## src/rtl/pic_bus_interface_seq.sv

```systemverilog
// ----------------------------------------------------------------------------
// pic_bus_interface_seq
// CPU bus interface and initialisation sequencer for an 8259A-compatible PIC.
// It synchronises the CPU strobes and delays data/A0 by the same amount so the
// two stay aligned. It detects the end of each write on the rising edge of
// wr_n. It tracks the ICW1 -> ICW2 -> [ICW3] -> [ICW4] sequence and then emits
// one registered strobe per accepted command word. A write that is not legal
// in the current state produces an ignored_write pulse instead of a strobe.
//
// Ports:
//   clock, reset        system clock; asynchronous active-high reset
//   cs_n, rd_n, wr_n    asynchronous CPU strobes, active low
//   a0, data_bus_in     CPU address bit and write data
//   internal_data_bus   last captured write data
//   write_icw1..4       one-cycle strobes for the initialisation words
//   write_ocw1..3       one-cycle strobes for the operation words
//   ignored_write       one-cycle pulse for an illegal completed write
//   init_done           high while the sequencer is ready for OCWs
//   single_mode         latched ICW1.SNGL
//   icw4_needed         latched ICW1.IC4
//   read                synchronised read strobe (level)
//   read_isr_sel        read-back select: 0 = IRR, 1 = ISR
// ----------------------------------------------------------------------------
module pic_bus_interface_seq #(
    parameter int unsigned DATA_WIDTH  = 8,
    parameter int unsigned SYNC_STAGES = 2,
    parameter bit          CASCADE_EN  = 1'b1
) (
    input  logic                  clock,
    input  logic                  reset,
    input  logic                  cs_n,
    input  logic                  rd_n,
    input  logic                  wr_n,
    input  logic                  a0,
    input  logic [DATA_WIDTH-1:0] data_bus_in,
    output logic [DATA_WIDTH-1:0] internal_data_bus,
    output logic                  write_icw1,
    output logic                  write_icw2,
    output logic                  write_icw3,
    output logic                  write_icw4,
    output logic                  write_ocw1,
    output logic                  write_ocw2,
    output logic                  write_ocw3,
    output logic                  ignored_write,
    output logic                  init_done,
    output logic                  single_mode,
    output logic                  icw4_needed,
    output logic                  read,
    output logic                  read_isr_sel
);

    typedef enum logic [2:0] {
        StIdle,
        StExpIcw2,
        StExpIcw3,
        StExpIcw4,
        StReady
    } state_e;

    // An input register plus SYNC_STAGES synchroniser flops; with 0 stages the
    // pins are still registered once. Data and A0 use the same depth.
    localparam int unsigned Depth = SYNC_STAGES + 1;

    logic [SYNC_STAGES:0]  cs_pipe_q, rd_pipe_q, wr_pipe_q, a0_pipe_q;
    logic [DATA_WIDTH-1:0] data_pipe_q [Depth];

    always_ff @(posedge clock or posedge reset) begin
        if (reset) begin
            cs_pipe_q <= '1;
            rd_pipe_q <= '1;
            wr_pipe_q <= '1;
            a0_pipe_q <= '0;
            for (int unsigned i = 0; i < Depth; i++) begin
                data_pipe_q[i] <= '0;
            end
        end else begin
            cs_pipe_q[0]   <= cs_n;
            rd_pipe_q[0]   <= rd_n;
            wr_pipe_q[0]   <= wr_n;
            a0_pipe_q[0]   <= a0;
            data_pipe_q[0] <= data_bus_in;
            for (int unsigned i = 1; i < Depth; i++) begin
                cs_pipe_q[i]   <= cs_pipe_q[i-1];
                rd_pipe_q[i]   <= rd_pipe_q[i-1];
                wr_pipe_q[i]   <= wr_pipe_q[i-1];
                a0_pipe_q[i]   <= a0_pipe_q[i-1];
                data_pipe_q[i] <= data_pipe_q[i-1];
            end
        end
    end

    logic                  cs_s, rd_s, wr_s, a0_s;
    logic [DATA_WIDTH-1:0] data_s;

    assign cs_s   = cs_pipe_q[SYNC_STAGES];
    assign rd_s   = rd_pipe_q[SYNC_STAGES];
    assign wr_s   = wr_pipe_q[SYNC_STAGES];
    assign a0_s   = a0_pipe_q[SYNC_STAGES];
    assign data_s = data_pipe_q[SYNC_STAGES];

    assign read = ~rd_s & ~cs_s;

    logic                  prev_wr_q;
    logic [DATA_WIDTH-1:0] bus_q;
    logic                  a0_q;
    logic                  wr_done;

    // Forcing prev_wr high while deselected means a write whose chip select
    // drops before wr_n rises never completes.
    assign wr_done = ~prev_wr_q & wr_s;

    state_e     state_q, state_d;
    logic [3:0] icw_q, icw_d;
    logic [2:0] ocw_q, ocw_d;
    logic       ignored_q, ignored_d;
    logic       single_q, single_d;
    logic       ic4_q, ic4_d;
    logic       isr_q, isr_d;
    logic       init_q, init_d;

    always_comb begin
        state_d   = state_q;
        icw_d     = '0;
        ocw_d     = '0;
        ignored_d = 1'b0;
        single_d  = single_q;
        ic4_d     = ic4_q;
        isr_d     = isr_q;
        if (wr_done) begin
            if (!a0_q && bus_q[4]) begin
                // ICW1 restarts initialisation from any state.
                icw_d[0] = 1'b1;
                single_d = bus_q[1];
                ic4_d    = bus_q[0];
                isr_d    = 1'b0;
                state_d  = StExpIcw2;
            end else begin
                unique case (state_q)
                    StExpIcw2: begin
                        if (a0_q) begin
                            icw_d[1] = 1'b1;
                            if (CASCADE_EN && !single_q) state_d = StExpIcw3;
                            else if (ic4_q)              state_d = StExpIcw4;
                            else                         state_d = StReady;
                        end else begin
                            ignored_d = 1'b1;
                        end
                    end
                    StExpIcw3: begin
                        if (a0_q) begin
                            icw_d[2] = 1'b1;
                            state_d  = ic4_q ? StExpIcw4 : StReady;
                        end else begin
                            ignored_d = 1'b1;
                        end
                    end
                    StExpIcw4: begin
                        if (a0_q) begin
                            icw_d[3] = 1'b1;
                            state_d  = StReady;
                        end else begin
                            ignored_d = 1'b1;
                        end
                    end
                    StReady: begin
                        if (a0_q) begin
                            ocw_d[0] = 1'b1;
                        end else if (!bus_q[3]) begin
                            ocw_d[1] = 1'b1;
                        end else begin
                            ocw_d[2] = 1'b1;
                            // RR selects whether RIS updates the read-back choice.
                            if (bus_q[1]) isr_d = bus_q[0];
                        end
                    end
                    default: ignored_d = 1'b1;
                endcase
            end
        end
        init_d = (state_d == StReady);
    end

    always_ff @(posedge clock or posedge reset) begin
        if (reset) begin
            prev_wr_q <= 1'b1;
            bus_q     <= '0;
            a0_q      <= 1'b0;
            state_q   <= StIdle;
            icw_q     <= '0;
            ocw_q     <= '0;
            ignored_q <= 1'b0;
            single_q  <= 1'b0;
            ic4_q     <= 1'b0;
            isr_q     <= 1'b0;
            init_q    <= 1'b0;
        end else begin
            prev_wr_q <= cs_s ? 1'b1 : wr_s;
            if (!cs_s && !wr_s) begin
                bus_q <= data_s;
                a0_q  <= a0_s;
            end
            state_q   <= state_d;
            icw_q     <= icw_d;
            ocw_q     <= ocw_d;
            ignored_q <= ignored_d;
            single_q  <= single_d;
            ic4_q     <= ic4_d;
            isr_q     <= isr_d;
            init_q    <= init_d;
        end
    end

    assign internal_data_bus = bus_q;
    assign write_icw1        = icw_q[0];
    assign write_icw2        = icw_q[1];
    assign write_icw3        = icw_q[2];
    assign write_icw4        = icw_q[3];
    assign write_ocw1        = ocw_q[0];
    assign write_ocw2        = ocw_q[1];
    assign write_ocw3        = ocw_q[2];
    assign ignored_write     = ignored_q;
    assign init_done         = init_q;
    assign single_mode       = single_q;
    assign icw4_needed       = ic4_q;
    assign read_isr_sel      = isr_q;

endmodule

```

## config.mk

```make
export PLATFORM = sky130hd
export DESIGN_NAME = pic_bus_interface_seq
export DESIGN_NICKNAME = d
export VERILOG_FILES = /design/src/rtl/pic_bus_interface_seq.sv
export SDC_FILE = /design/constraint.sdc
export NUM_CORES = 1
export LEC_CHECK = 0
export BUFFER_PORTS_ARGS = -buffer_cell sky130_fd_sc_hd__buf_2
export CELL_PAD_IN_SITES_DETAIL_PLACEMENT = 1
export CELL_PAD_IN_SITES_GLOBAL_PLACEMENT = 2
export CORE_UTILIZATION = 38
export DETAILED_ROUTE_END_ITERATION = 7
export GPL_TIMING_DRIVEN = 1
export PLACE_DENSITY = 0.85
export SYNTH_ARGS = -nofsm -noshare
export SYNTH_HDL_FRONTEND = slang
export SYNTH_SLANG_ARGS = --single-unit
```

## constraint.sdc

```tcl
create_clock -name clock -period 2.52 [get_ports clock]
set_clock_uncertainty 0.15 [all_clocks]
set_input_delay 0.504 -clock clock [delete_from_list [all_inputs] [get_ports clock]]
set_output_delay 0.504 -clock clock [all_outputs]
set_load 0.02 [all_outputs]
```

==> results of run 1 <==
## final timing paths
check,from,to,slack (ns),cells after the start
hold / removal,wr_n,wr_pipe_q[0],0.12,1
hold reg to reg,data_pipe_q[17],data_pipe_q[9],0.20,0
setup / recovery,cs_pipe_q[2],read,0.81,2
max in group asynchronous,reset,ocw_q[2],1.54,3
setup reg to reg,wr_pipe_q[2],state_q[0],0.96,3
min in group asynchronous,reset,data_pipe_q[21],0.22,3
## worst register-to-register path: cells and delay by family (launching register included)
kind,cells,cell delay (ns)
flops,1,0.55
simple gates,1,0.42
compound gates,2,0.35
## cells by family (layout without fill, tap and decap cells)
family                 count (synthesis)  count (layout)  share of synthesized area (%)
flip-flops                            61              61                           78.4
AND/OR/NAND/NOR                       26              26                           7.97
AO/OA/AOI/OAI                         11              11                           4.33
multiplexers                          11              11                           6.25
buffers and inverters                 11              58                           3.06
## per-layer routing
metal / vias to the layer above / routed length [µm]
met1: 529 / 1340
met3: 7 / 211
met5: - / 0
li1: 485 / -
met4: 0 / 60
met2: 36 / 1610
## sequential cells by signal, summed over array words and instances (netlist names)
signal             cells
data_pipe_q           16
data_s                 8
internal_data_bus      8
icw_q                  4
a0_pipe_q              3
cs_pipe_q              3
ocw_q                  3
rd_pipe_q              3
state_q                3
wr_pipe_q              3
a0_q                   1
icw4_needed            1
ignored_write          1
init_done              1
prev_wr_q              1
read_isr_sel           1
single_mode            1
## layout make-up
type / instances / area [µm²]
Inverter: 6 / 22.5
Clock buffer: 12 / 145
Multi-Input combinational cell: 48 / 364
Fill cell: 491 / 2460
Clock inverter: 4 / 47.5
Sequential cell: 61 / 1540
Tap cell: 67 / 83.8
Timing Repair Buffer: 36 / 185
## power by group
part	internal, µW	total (µW)	switching, µW	leakage (µW)
registers	1080	1170	88.7	0.000726
clock network	481	844	363	0.0000964
logic	120	286	166	0.000343
total	1680	2290	618	0.00117
## stage by stage
step	hold slack [ns]	cell area (µm²)	power (µW)	util [%]
finish	0.120	2390	2290	49.2
global placement	0.182	2190	1450	45.3
detailed placement	0.186	2190	1470	45.3
CTS	0.104	2390	2320	49.2
global route	0.0923	2390	2410	49.2
floorplan	0.181	1960	1380	-
## Yosys cell counts, types with 3 or more instances
cell type / count / area, µm²
nand2_1: 6 / 22.5
mux2_2: 10 / 113
buf_2: 3 / 15.0
and3_1: 3 / 18.8
nor2_1: 5 / 18.8
dfstp_2: 10 / 263
inv_1: 6 / 22.5
dfrtp_1: 51 / 1280
==> results.json, run 1 <==
{
  "ys_seq_area_share_pct": 78.4,
  "ctsHtreeMaxLevel": 3,
  "grtUsageTotal_pct": 14.6,
  "synth_cells": 120,
  "boundaryPins": 35,
  "diodes": 0,
  "dieArea_mm2": 0.00546,
  "cp.required_ns": 1.87,
  "nets": 176,
  "core_area_mm2": 0.00485,
  "area_growth_pct": 21.6,
  "fmax_mhz": 586,
  "gp_congestion": 0.811,
  "cts_tree": "yes",
  "overflow": 0,
  "mostFrequentLayoutCell": "dfrtp_1",
  "ir_worst_vdd_v": 0.000512,
  "viasPerCell": 4.52,
  "syn_nets": 134,
  "drt-initial-drc-count": 30,
  "use_met2_pct": 23.1,
  "finalHoldViolCount": 0,
  "cp.arrival_ns": 1.05,
  "num_vias": 1057,
  "die_x_um": 73.9,
  "ys_seq_elements": 61,
  "final_cell_mix": "dfrtp_1 (51), buf_2 (34), mux2_2 (10), clkbuf_8 (10), dfstp_2 (10)",
  "netlist_area_mm2": 0.00196,
  "start_util_pct": 40.5,
  "post-route-min-period_ns": 1.71,
  "maxCapViolations": 0,
  "path_buf_inv": 1,
  "clockBufferDepth": 2,
  "ys_async_sr_fraction_pct": 100,
  "hold_buffers": 0,
  "ctsResizeCount": 0,
  "numCtsBuffers": 9,
  "grt_setup_unrepaired": "no",
  "slew_headroom_pct": 52.6,
  "antenna_found_initial": 0,
  "hold_path.class": "primary input to register",
  "ys.flop_type": "dfrtp_1",
  "power.density_mw_per_mm2": 961,
  "totalWireLength_mm": 3.23,
  "postCtsSetupRepairBufs": 0,
  "clock_latency_ns": 0.33,
  "critPathSlowestCell": "dfstp_2",
  "outcome": "finished clean",
  "p_leak_uw": 0.00117,
  "die_h_um": 73.9,
  "cp-start-kind": "register",
  "drive_gt1_share_pct": 43.7,
  "ctsRootBufferMaster": "clkbuf_8",
  "dp.cells": 218,
  "clkTransAtPathRegs_ns": 0.06,
  "grt_use_met3_pct": 8.37,
  "instances_no_fill": 234,
  "cpLargestDelayFamily": "flip-flops",
  "rows": 25,
  "grt_pass1_vias": 1132,
  "fin_tns_setup_ns": 0,
  "cp-end-kind": "output port",
  "preCtsSetupSlack_ns": 1.01,
  "drc": 0,
  "grt_first_pass_wirelength_mm": 5.42,
  "synth_cell_types": 29,
  "met1_usage_pct": 15.9,
  "dp_hpwl_mm": 2.15,
  "grt_start_max_net_pins": 62,
  "cts_sinks": 61,
  "path_class": "register to output port",
  "path_cells": "nor2_1 -> buf_2",
  "yosysWarnings": 0,
  "ant_nets": 0,
  "setup_viol": 0,
  "max_stage_delay_ns": 0.54,
  "maxSlewViolCount": 0,
  "synth_edf_count": 0,
  "io_buffers": 34,
  "first_pass_iters": 4,
  "busiest_layer": "met2",
  "period_share_pct": 67.8,
  "worst_pin_slew_ns": 0.711,
  "setup_slack_ns": 0.812,
  "cp_max_fo": 2,
  "avgSynthCellArea_um2": 16.4,
  "post_drt_wl_per_cell_um": 13.8
}
(Power assumes the default switching activity.)
==> run 2: changes to the inputs <==
Settings changed: CORE_UTILIZATION 38 to 34, PLACE_DENSITY 0.85 to 0.81.
Clock period 2.52 ns to 1.55 ns, I/O delays scaled along.
==> run 2 against run 1 <==
Net effect: cell count up 8.5%; critical path type is now register to register; final area up 6.6%; global-route usage decreased by 1.5 points.
==> results.json, run 2 (synthesis results as in run 1) <==
{
  "diodes": 0,
  "mostFrequentLayoutCell": "dfrtp_1",
  "fmax_mhz": 665,
  "grt_pass1_vias": 1187,
  "setup_viol": 0,
  "path_class": "register to register",
  "p_leak_uw": 0.00122,
  "overflow": 0,
  "grt_start_max_net_pins": 25,
  "drive_gt1_share_pct": 41.8,
  "gp_congestion": 0.776,
  "largest_reg_flops": 16,
  "dieArea_mm2": 0.00608,
  "worst_pin_slew_ns": 0.455,
  "viasPerCell": 4.37,
  "dp_hpwl_mm": 2.27,
  "hold_path.class": "register to register",
  "ctsHtreeMaxLevel": 3,
  "totalWireLength_mm": 3.41,
  "die_x_um": 78.0,
  "die_h_um": 78.0,
  "num_vias": 1111,
  "maxCapViolations": 0,
  "cts_sinks": 61,
  "utilization_pct": 45.9,
  "drc": 0,
  "grtUsageTotal_pct": 13.1,
  "ant_nets": 0,
  "outcome": "finished clean",
  "start_util_pct": 35.4,
  "power.density_mw_per_mm2": 1420,
  "drt-initial-drc-count": 29,
  "finalHoldViolCount": 0,
  "cp.arrival_ns": 1.57,
  "cp-start-kind": "register",
  "period_share_pct": 97.0,
  "cts_tree": "yes",
  "filler_cell_count": 582,
  "cp.required_ns": 1.61,
  "dpl_cell_area_mm2": 0.00224,
  "post_drt_wl_per_cell_um": 13.4,
  "clkTransAtPathRegs_ns": 0.07,
  "maxSlewViolCount": 0,
  "ctsRootBufferMaster": "clkbuf_8",
  "numCtsBuffers": 9,
  "cp-end-kind": "register",
  "core_area_mm2": 0.00554,
  "clock_latency_ns": 0.33,
  "ir_worst_vdd_v": 0.000796,
  "nets": 191,
  "clockBufferDepth": 2,
  "final_cell_mix": "dfrtp_1 (51), buf_2 (34), dlygate4sd3_1 (13)",
  "antenna_found_initial": 0,
  "fin_area_mm2": 0.00254,
  "slew_headroom_pct": 69.6,
  "largest-register": "data_pipe_q",
  "rows": 27,
  "cp_max_fo": 7,
  "grt_first_pass_wirelength_mm": 5.71,
  "first_pass_iters": 4,
  "io_buffers": 34,
  "grt_setup_unrepaired": "yes",
  "boundaryPins": 35,
  "post-route-min-period_ns": 1.50,
  "area_growth_pct": 29.6
}
run 2: layout make-up:
type / count / area [µm²] / share of cell area [%]
clock inverter: 4 / 25.0 / 0.983
timing repair buffer: 51 / 355 / 14.0
inverter: 6 / 26.3 / 1.03
multi-input combinational: 48 / 364 / 14.3
sequential: 61 / 1540 / 60.5
tap: 72 / 90.1 / 3.54
clock buffer: 12 / 145 / 5.70
run 2: repair_timing:
action	in CTS	in global routing
resized for setup	0	1
setup buffers	0	1
setup endpoints to repair	0	7
hold buffers	13	0
endpoints found under the hold margin	29	0
run 2: worst paths after layout:
| check | from | end | slack, ns | cells past startpoint |
|---|---|---|---|---|
| setup / recovery | wr_pipe_q[2] | icw4_needed | 0.05 | 2 |
| hold / removal | data_pipe_q[21] | data_pipe_q[13] | 0.20 | 0 |
| setup reg to reg | wr_pipe_q[2] | icw4_needed | 0.05 | 2 |
| hold reg to reg | data_pipe_q[21] | data_pipe_q[13] | 0.20 | 0 |
| max in group asynchronous | reset | wr_pipe_q[2] | 0.33 | 4 |
| min in group asynchronous | reset | data_pipe_q[23] | 0.38 | 3 |
run 2: metal layers:
metal | GRT usage (%) | routed length (µm) | vias up | part of all wire, %
met1 | 14.8 | 1520 | 550 | 45
li1 | - | - | 515 | -
met4 | 7.22 | 82 | 0 | 2.4
met2 | 20.6 | 1630 | 36 | 48
met3 | 6.00 | 177 | 10 | 5.2
met5 | 0 | 0 | - | 0
run 2: where the power goes:
group | switching (µW) | internal [µW] | total (µW)
Combinational | 280 | 227 | 507
Clock | 587 | 618 | 1210
Sequential | 145 | 1750 | 1900
Total | 1010 | 2590 | 3610
run 2: through the flow:
step	setup TNS [ns]	instances	setup WS, ns	power, µW	hold slack [ns]
after floorplan	0	120	0.164	2240	0.164
after global placement	0	224	0.109	2370	0.182
after detailed placement	0	224	0.0395	2410	0.186
after CTS	0	253	0.0171	3640	0.200
after global routing	-0.0391	254	-0.0183	3780	0.208
final	0	254	0.0462	3610	0.196
run 2: worst max-delay path, stage by stage (launching register included):
cell and delay [ns]:
dfstp_2 0.56, nand4bb_1 0.30, mux2_2 0.38
